<file path="src/rtl/pipe_ctrl_pkg.sv">
// Shared pipeline constants: register-index width, control FSM encoding,
// next-PC source codes, multi-cycle divide latency and stage-control bundle.
package pipe_ctrl_pkg;

  localparam int REG_W     = 5;
  localparam int DIV_LAT   = 32;
  localparam int DIV_CNT_W = 6;

  localparam logic [DIV_CNT_W-1:0] DIV_CNT_LOAD = DIV_CNT_W'(DIV_LAT - 1);

  typedef enum logic [1:0] {
    ST_RUN   = 2'b00,
    ST_DIV   = 2'b01,
    ST_REDIR = 2'b10
  } pipe_state_e;

  localparam logic [1:0] NPC_NORMAL  = 2'b00;
  localparam logic [1:0] NPC_EXC_VEC = 2'b10;
  localparam logic [1:0] NPC_EPC     = 2'b11;

  // Stage write enables, flushes and next-PC select driven as one bundle.
  typedef struct packed {
    logic       pc_wr;
    logic       if_id_wr;
    logic       id_ex_wr;
    logic       ex_mem_wr;
    logic       if_flush;
    logic       id_flush;
    logic       ex_flush;
    logic       mem_flush;
    logic [1:0] npc_sel;
  } ctrl_t;

  // Everything advances, nothing flushed.
  localparam ctrl_t CTRL_NORMAL = '{1'b1, 1'b1, 1'b1, 1'b1,
                                   1'b0, 1'b0, 1'b0, 1'b0, NPC_NORMAL};
  // Whole pipeline frozen while the data cache is busy.
  localparam ctrl_t CTRL_FREEZE = '{1'b0, 1'b0, 1'b0, 1'b0,
                                   1'b0, 1'b0, 1'b0, 1'b0, NPC_NORMAL};
  // Divide in EX: front end and EX hold, bubble pushed into MEM.
  localparam ctrl_t CTRL_DIV    = '{1'b0, 1'b0, 1'b0, 1'b0,
                                   1'b0, 1'b0, 1'b1, 1'b0, NPC_NORMAL};

  // Exception beats ERET when both commit in the same cycle.
  function automatic logic [1:0] redirect_npc(input logic exc);
    return exc ? NPC_EXC_VEC : NPC_EPC;
  endfunction

endpackage

</file>
<file path="src/rtl/pipe_ctrl_hazard_detect.sv">
// Load-use hazard compare between the load in EX and the sources read in ID.
module hazard_detect
  import pipe_ctrl_pkg::*;
(
  input  logic             ex_dmrd_i,
  input  logic [REG_W-1:0] ex_rd_i,
  input  logic [REG_W-1:0] id_rs_i,
  input  logic [REG_W-1:0] id_rt_i,
  input  logic             id_use_rs_i,
  input  logic             id_use_rt_i,
  output logic             load_use_o
);

  logic rs_hit_s;
  logic rt_hit_s;

  // Register zero is never a real dependency, so it cannot cause a stall.
  always_comb begin
    rs_hit_s   = id_use_rs_i && (id_rs_i == ex_rd_i);
    rt_hit_s   = id_use_rt_i && (id_rt_i == ex_rd_i);
    load_use_o = ex_dmrd_i && (ex_rd_i != {REG_W{1'b0}}) && (rs_hit_s || rt_hit_s);
  end

endmodule

</file>
<file path="src/rtl/pipe_ctrl.sv">
// Pipeline control: stall/flush/redirect decode plus the RUN/DIV/REDIR FSM
// that sequences multi-cycle divides and icache-stalled redirects.
module pipe_ctrl
  import pipe_ctrl_pkg::*;
(
  input  logic             clk,
  input  logic             rst,
  input  logic             icache_stall,
  input  logic             dcache_stall,
  input  logic             EX_DMRd,
  input  logic [REG_W-1:0] EX_RD,
  input  logic [REG_W-1:0] ID_RS,
  input  logic [REG_W-1:0] ID_RT,
  input  logic             ID_UseRS,
  input  logic             ID_UseRT,
  input  logic             EX_start,
  input  logic             MEM_Exception,
  input  logic             MEM_eret_flush,
  output logic             PC_Wr,
  output logic             IF_IDWr,
  output logic             ID_EX_WrEn,
  output logic             EX_MEM_WrEn,
  output logic             IF_Flush,
  output logic             ID_Flush,
  output logic             EX_Flush,
  output logic             MEM_Flush,
  output logic [1:0]       NPC_Sel,
  output logic             div_busy
);

  pipe_state_e          state_q, state_d;
  logic [DIV_CNT_W-1:0] cnt_q, cnt_d;
  logic [1:0]           npc_lat_q, npc_lat_d;
  logic                 div_busy_q;
  logic                 post_rst_q;

  logic                 load_use_s;
  logic                 redirect_s;
  ctrl_t                run_ctrl_s;
  ctrl_t                ctrl_s;

  hazard_detect u_hazard_detect (
    .ex_dmrd_i   (EX_DMRd),
    .ex_rd_i     (EX_RD),
    .id_rs_i     (ID_RS),
    .id_rt_i     (ID_RT),
    .id_use_rs_i (ID_UseRS),
    .id_use_rt_i (ID_UseRT),
    .load_use_o  (load_use_s)
  );

  assign redirect_s = MEM_Exception || MEM_eret_flush;

  // FSM state, divide counter, latched redirect target and busy flag.
  always_ff @(posedge clk) begin
    if (!rst) begin
      state_q    <= ST_RUN;
      cnt_q      <= {DIV_CNT_W{1'b0}};
      npc_lat_q  <= NPC_NORMAL;
      div_busy_q <= 1'b0;
      post_rst_q <= 1'b1;
    end else begin
      state_q    <= state_d;
      cnt_q      <= cnt_d;
      npc_lat_q  <= npc_lat_d;
      div_busy_q <= (state_d == ST_DIV);
      post_rst_q <= 1'b0;
    end
  end

  // Low-priority RUN decode: load-use bubble beats an instruction-fetch stall.
  always_comb begin
    run_ctrl_s = CTRL_NORMAL;
    if (load_use_s) begin
      run_ctrl_s.pc_wr    = 1'b0;
      run_ctrl_s.if_id_wr = 1'b0;
      run_ctrl_s.id_flush = 1'b1;
    end else if (icache_stall) begin
      run_ctrl_s.pc_wr    = 1'b0;
      run_ctrl_s.if_id_wr = 1'b0;
      run_ctrl_s.if_flush = 1'b1;
    end else begin
      run_ctrl_s = CTRL_NORMAL;
    end
  end

  // Next state and stage controls in priority order: post-reset, redirect,
  // dcache stall, then the per-state behaviour.
  always_comb begin
    ctrl_s    = CTRL_NORMAL;
    state_d   = state_q;
    cnt_d     = cnt_q;
    npc_lat_d = npc_lat_q;
    if (post_rst_q) begin
      // First cycle out of reset decodes as plain RUN whatever the inputs say.
      state_d   = ST_RUN;
      cnt_d     = {DIV_CNT_W{1'b0}};
      npc_lat_d = NPC_NORMAL;
    end else if (redirect_s && !dcache_stall) begin
      ctrl_s.if_flush  = 1'b1;
      ctrl_s.id_flush  = 1'b1;
      ctrl_s.ex_flush  = 1'b1;
      ctrl_s.mem_flush = 1'b1;
      ctrl_s.npc_sel   = redirect_npc(MEM_Exception);
      npc_lat_d        = redirect_npc(MEM_Exception);
      cnt_d            = {DIV_CNT_W{1'b0}};
      if (icache_stall) begin
        ctrl_s.pc_wr = 1'b0;
        state_d      = ST_REDIR;
      end else begin
        state_d      = ST_RUN;
      end
    end else if (dcache_stall) begin
      ctrl_s         = CTRL_FREEZE;
      ctrl_s.npc_sel = (state_q == ST_REDIR) ? npc_lat_q : NPC_NORMAL;
    end else begin
      case (state_q)
        ST_RUN: begin
          if (EX_start) begin
            ctrl_s  = CTRL_DIV;
            state_d = ST_DIV;
            cnt_d   = DIV_CNT_LOAD;
          end else begin
            ctrl_s  = run_ctrl_s;
          end
        end
        ST_DIV: begin
          if (cnt_q == {DIV_CNT_W{1'b0}}) begin
            ctrl_s  = run_ctrl_s;
            state_d = ST_RUN;
          end else begin
            ctrl_s  = CTRL_DIV;
            cnt_d   = cnt_q - {{(DIV_CNT_W-1){1'b0}}, 1'b1};
          end
        end
        ST_REDIR: begin
          ctrl_s.if_flush = 1'b1;
          ctrl_s.id_flush = 1'b1;
          ctrl_s.ex_flush = 1'b1;
          ctrl_s.npc_sel  = npc_lat_q;
          if (icache_stall) begin
            ctrl_s.pc_wr = 1'b0;
          end else begin
            state_d      = ST_RUN;
          end
        end
        default: begin
          state_d = ST_RUN;
          cnt_d   = {DIV_CNT_W{1'b0}};
        end
      endcase
    end
  end

  assign PC_Wr       = ctrl_s.pc_wr;
  assign IF_IDWr     = ctrl_s.if_id_wr;
  assign ID_EX_WrEn  = ctrl_s.id_ex_wr;
  assign EX_MEM_WrEn = ctrl_s.ex_mem_wr;
  assign IF_Flush    = ctrl_s.if_flush;
  assign ID_Flush    = ctrl_s.id_flush;
  assign EX_Flush    = ctrl_s.ex_flush;
  assign MEM_Flush   = ctrl_s.mem_flush;
  assign NPC_Sel     = ctrl_s.npc_sel;
  assign div_busy    = div_busy_q;

endmodule

</file>
<file path="config.mk">
export PLATFORM = sky130hd
export DESIGN_NAME = pipe_ctrl
export DESIGN_NICKNAME = d
export VERILOG_FILES = /design/src/rtl/pipe_ctrl_pkg.sv /design/src/rtl/pipe_ctrl_hazard_detect.sv /design/src/rtl/pipe_ctrl.sv
export SDC_FILE = /design/constraint.sdc
export NUM_CORES = 1
export LEC_CHECK = 0
export ABC_AREA = 1
export BUFFER_PORTS_ARGS = -buffer_cell sky130_fd_sc_hd__buf_2
export CORE_MARGIN = 5
export CORE_UTILIZATION = 26
export CTS_CLUSTER_SIZE = 14
export DETAILED_ROUTE_END_ITERATION = 10
export GPL_TIMING_DRIVEN = 0
export PLACE_DENSITY_LB_ADDON = 0.05
export SYNTH_ARGS = -nofsm -noshare
export SYNTH_HDL_FRONTEND = slang
export SYNTH_SLANG_ARGS = --single-unit
</file>
<file path="constraint.sdc">
create_clock -name clk -period 2.3 [get_ports clk]
set_clock_uncertainty 0.15 [all_clocks]
set_input_delay 0.115 -clock clk [delete_from_list [all_inputs] [get_ports clk]]
set_output_delay 0.115 -clock clk [all_outputs]
set_load 0.01 [all_outputs]
</file>
==> key figures <==
Outcome
  • Status: finished, final reports clean

Synthesis
  • Synth Area in Adders: 0.0126
  • Number of synthesized register bits: 12
  • Post-synthesis simple-gate area fraction: 0.450
  • Mapped cell area: 990 um2
  • Syn avg cell area: 5.53 um2
  • Net count after synthesis: 205
  • Cell count after synthesis: 179
  • Post-synthesis mux area share: 0
  • Post-Synth XOR/XNOR Area: 0
  • YS warnings: 0
  • Netlist cell types: 23
  • Compound-Gate Fraction of Synth Area: 0.143
  • Seq/Total Area, Yosys: 0.243
  • Main combinational cell family by area after synthesis: simple AND/OR/NAND/NOR gates

STA
  • Count of pins over their slew limit: 0
  • Worst Tran Pin Value: 0.294 ns
  • Setup WS post-layout: 0.326 ns
  • Final setup TNS: 0 ns
  • Fmax: 507 MHz
  • Unrepaired setup endpoints after global routing: false
  • Max_slew headroom: 0.804
  • Setup-failing EPs final: 0
  • Fin. Hold Viols: 0
  • WHS: 0.0837 ns
  • Post-route clock period utilization: 0.858
  • Post-route minimum period: 1.97 ns

Floorplanning
  • DIE WIDTH: 71.7 um
  • Row cnt: 22
  • Die span in y: 71.7 um
  • Core Area: 3660 um2
  • Initial Utilization: 0.270
  • Boundary Pins: 36
  • Area of the die: 5140 um2

Critical path
  • Most frequent cell on the critical path: nand2_1
  • Worst Path Arrival: 1.71 ns
  • WS Path Type: flip-flop to output port
  • Setup crit start kind: flip-flop
  • Cell Chain, Critical Path: inv_1, ha_1, nand2_1, nor2_2, nand4_4, nand2_4, o21ai_1, nand2_1, buf_4, buf_2
  • FF-to-FF Start: cnt_q[0]
  • Critical path's largest stage delay: 0.33 ns
  • Crit Path Max Fanout: 4
  • Required @ worst endpoint: 2.04 ns
  • R2r setup slk: 0.64 ns
  • CP max stage cell: dfxtp_1
  • Crit. End Element: output port
  • Depth of the worst register-to-register path: 10
  • Worst reg2reg endpoint: cnt_q[3]

Hold path
  • Hold depth: 4
  • Hold/Removal Path Class: input pin to flip-flop
  • Worst hold start: dcache_stall
  • Worst Hold End: state_q[0]

Routing
  • Post-DR wirelength/cell: 9.78 um
  • DR vias: 1152
  • Final ANT Viol Nets: 0
  • Post-route DRC violation count: 0
  • Initial DRC Count: 22
  • Vias per inst: 4.31
  • Post-Route WL: 2610 um
  • DRT Pass-1 Iters: 4

Layout
  • Most common cell after layout, fill and taps aside: nand2_1
  • Antenna cell count: 0
  • Layout Cells excl Fill: 267
  • Layout-stage area growth over the synthesis result: 30.6%
  • Commonest non-fill, non-tap cells in the layout: 60 x nand2_1, 35 x buf_2, 33 x inv_1, 24 x nor2_1, 12 x dfxtp_1
  • Final Cell Area: 1290 um2
  • Share of layout cells above drive strength 1: 0.233
  • Layout net count: 246

Clocking
  • CTS tree: built
  • Clock transition at path regs: 0.06 ns
  • Worst skew pair latency: 0.24 ns
  • Setup Buffers After CTS: 0
  • TritonCTS Buffers: 3
  • Clock sink count: 12
  • H-Tree Depth: 1
  • CTS max path bufs: 2
  • Clk root buf: clkbuf_8

Global route
  • First-pass GRT wire length: 4550 um
  • Vias in the first global route: 1135
  • GRT Resource Usage Total: 0.106
  • Initial antenna violation count: 0
  • GRT overflow: 0
  • Largest net degree at the start of global routing: 11

Power and ir drop
  • LEAKAGE: 0.730 nW
  • PD cells: 470 nW/um2
  • Peak VDD IR: 421 uV

Placement
  • Inst Count DP: 262
  • DP HPWL: 2230 um
  • DP Area: 1220 um2
  • Final RePlAce weighted congestion: 0.803
  • Setup WS pre-CTS: 0.501 ns
  • Port bufs: 35

Flow run
  • Max cap viols: 0
-- how the worst max path moves through the flow --
stage / start / end / slack [ns]
after detailed placement: cnt_q[0] / PC_Wr / 0.50
after global routing: cnt_q[0] / PC_Wr / 0.08
after CTS: cnt_q[0] / PC_Wr / 0.24
final: cnt_q[0] / ID_EX_WrEn / 0.33
after floorplan: cnt_q[0] / ID_EX_WrEn / 0.72
after global placement: cnt_q[0] / PC_Wr / 0.52
-- cell usage after synthesis, drive strengths merged --
cell / count / area [um2]
o31ai: 1 / 7.51
nand3b: 2 / 18.8
dfxtp: 12 / 240
buf: 2 / 18.8
nand3: 7 / 35.0
o21ai: 17 / 88.8
inv: 35 / 131
a21oi: 9 / 45.0
nor3: 2 / 10.0
ha: 1 / 12.5
nor2: 27 / 111
nand4: 2 / 27.5
nand2: 62 / 243
-- cell families (layout without fill, tap and decap cells) --
| family | count (synthesis) | in the layout |
|---|---|---|
| buf+inv | 37 | 77 |
| compound gates | 27 | 27 |
| flops | 12 | 12 |
| fa+ha+maj | 1 | 1 |
| simple gates | 102 | 102 |
-- area by class of cell --
cell class | count | area [um2]
well taps | 48 | 60.1
repair buffers | 36 | 185
clock buffers | 4 | 55.1
multi-input cells | 130 | 602
plain buffers | 2 | 18.8
inverters | 35 | 131
fillers | 446 | 2370
flip-flops and latches | 12 | 240
-- through the flow --
step           utilization  power, mW
6_report             0.353      0.607
3_5_place_dp         0.335      0.383
3_3_place_gp         0.335      0.381
2_1_floorplan            -      0.324
5_1_grt              0.353      0.651
4_1_cts              0.352      0.614
-- routing by layer --
layer	vias to the layer above	global-route usage	part of all wire
met2	34	0.196	0.48
met3	2	0.0224	0.067
met1	492	0.122	0.44
li1	624	-	-
met5	-	0	0
met4	0	0.0251	0.0088
-- where the power goes --
part | leakage (nW) | total, mW | internal, mW | switching, mW
logic | 0.604 | 0.157 | 0.0645 | 0.0928
registers | 0.0978 | 0.221 | 0.215 | 0.00640
clock network | 0.0288 | 0.229 | 0.151 | 0.0776
total | 0.730 | 0.607 | 0.430 | 0.177
-- state kept, by name, indices dropped and copies added, names as in the netlist --
| name | count |
|---|---|
| npc_lat_q | 2 |
| post_rst_q | 1 |
| cnt_q | 6 |
| state_q | 2 |
| div_busy | 1 |
-- what timing repair did --
action	in CTS	in global routing
setup endpoints to repair	0	1
resized for setup	0	1
hold endpoints to repair	2	0
hold buffers	1	0
-- worst max-delay path: cells and delay by family (launching register included) --
family / cells / cell delay (ns)
DFF: 1 / 0.33
adders and majority gates: 1 / 0.20
AOI/OAI and AO/OA: 1 / 0.17
and+or+nand+nor: 5 / 0.44
buffers and inverters: 3 / 0.33
(Power assumes the default switching activity.)
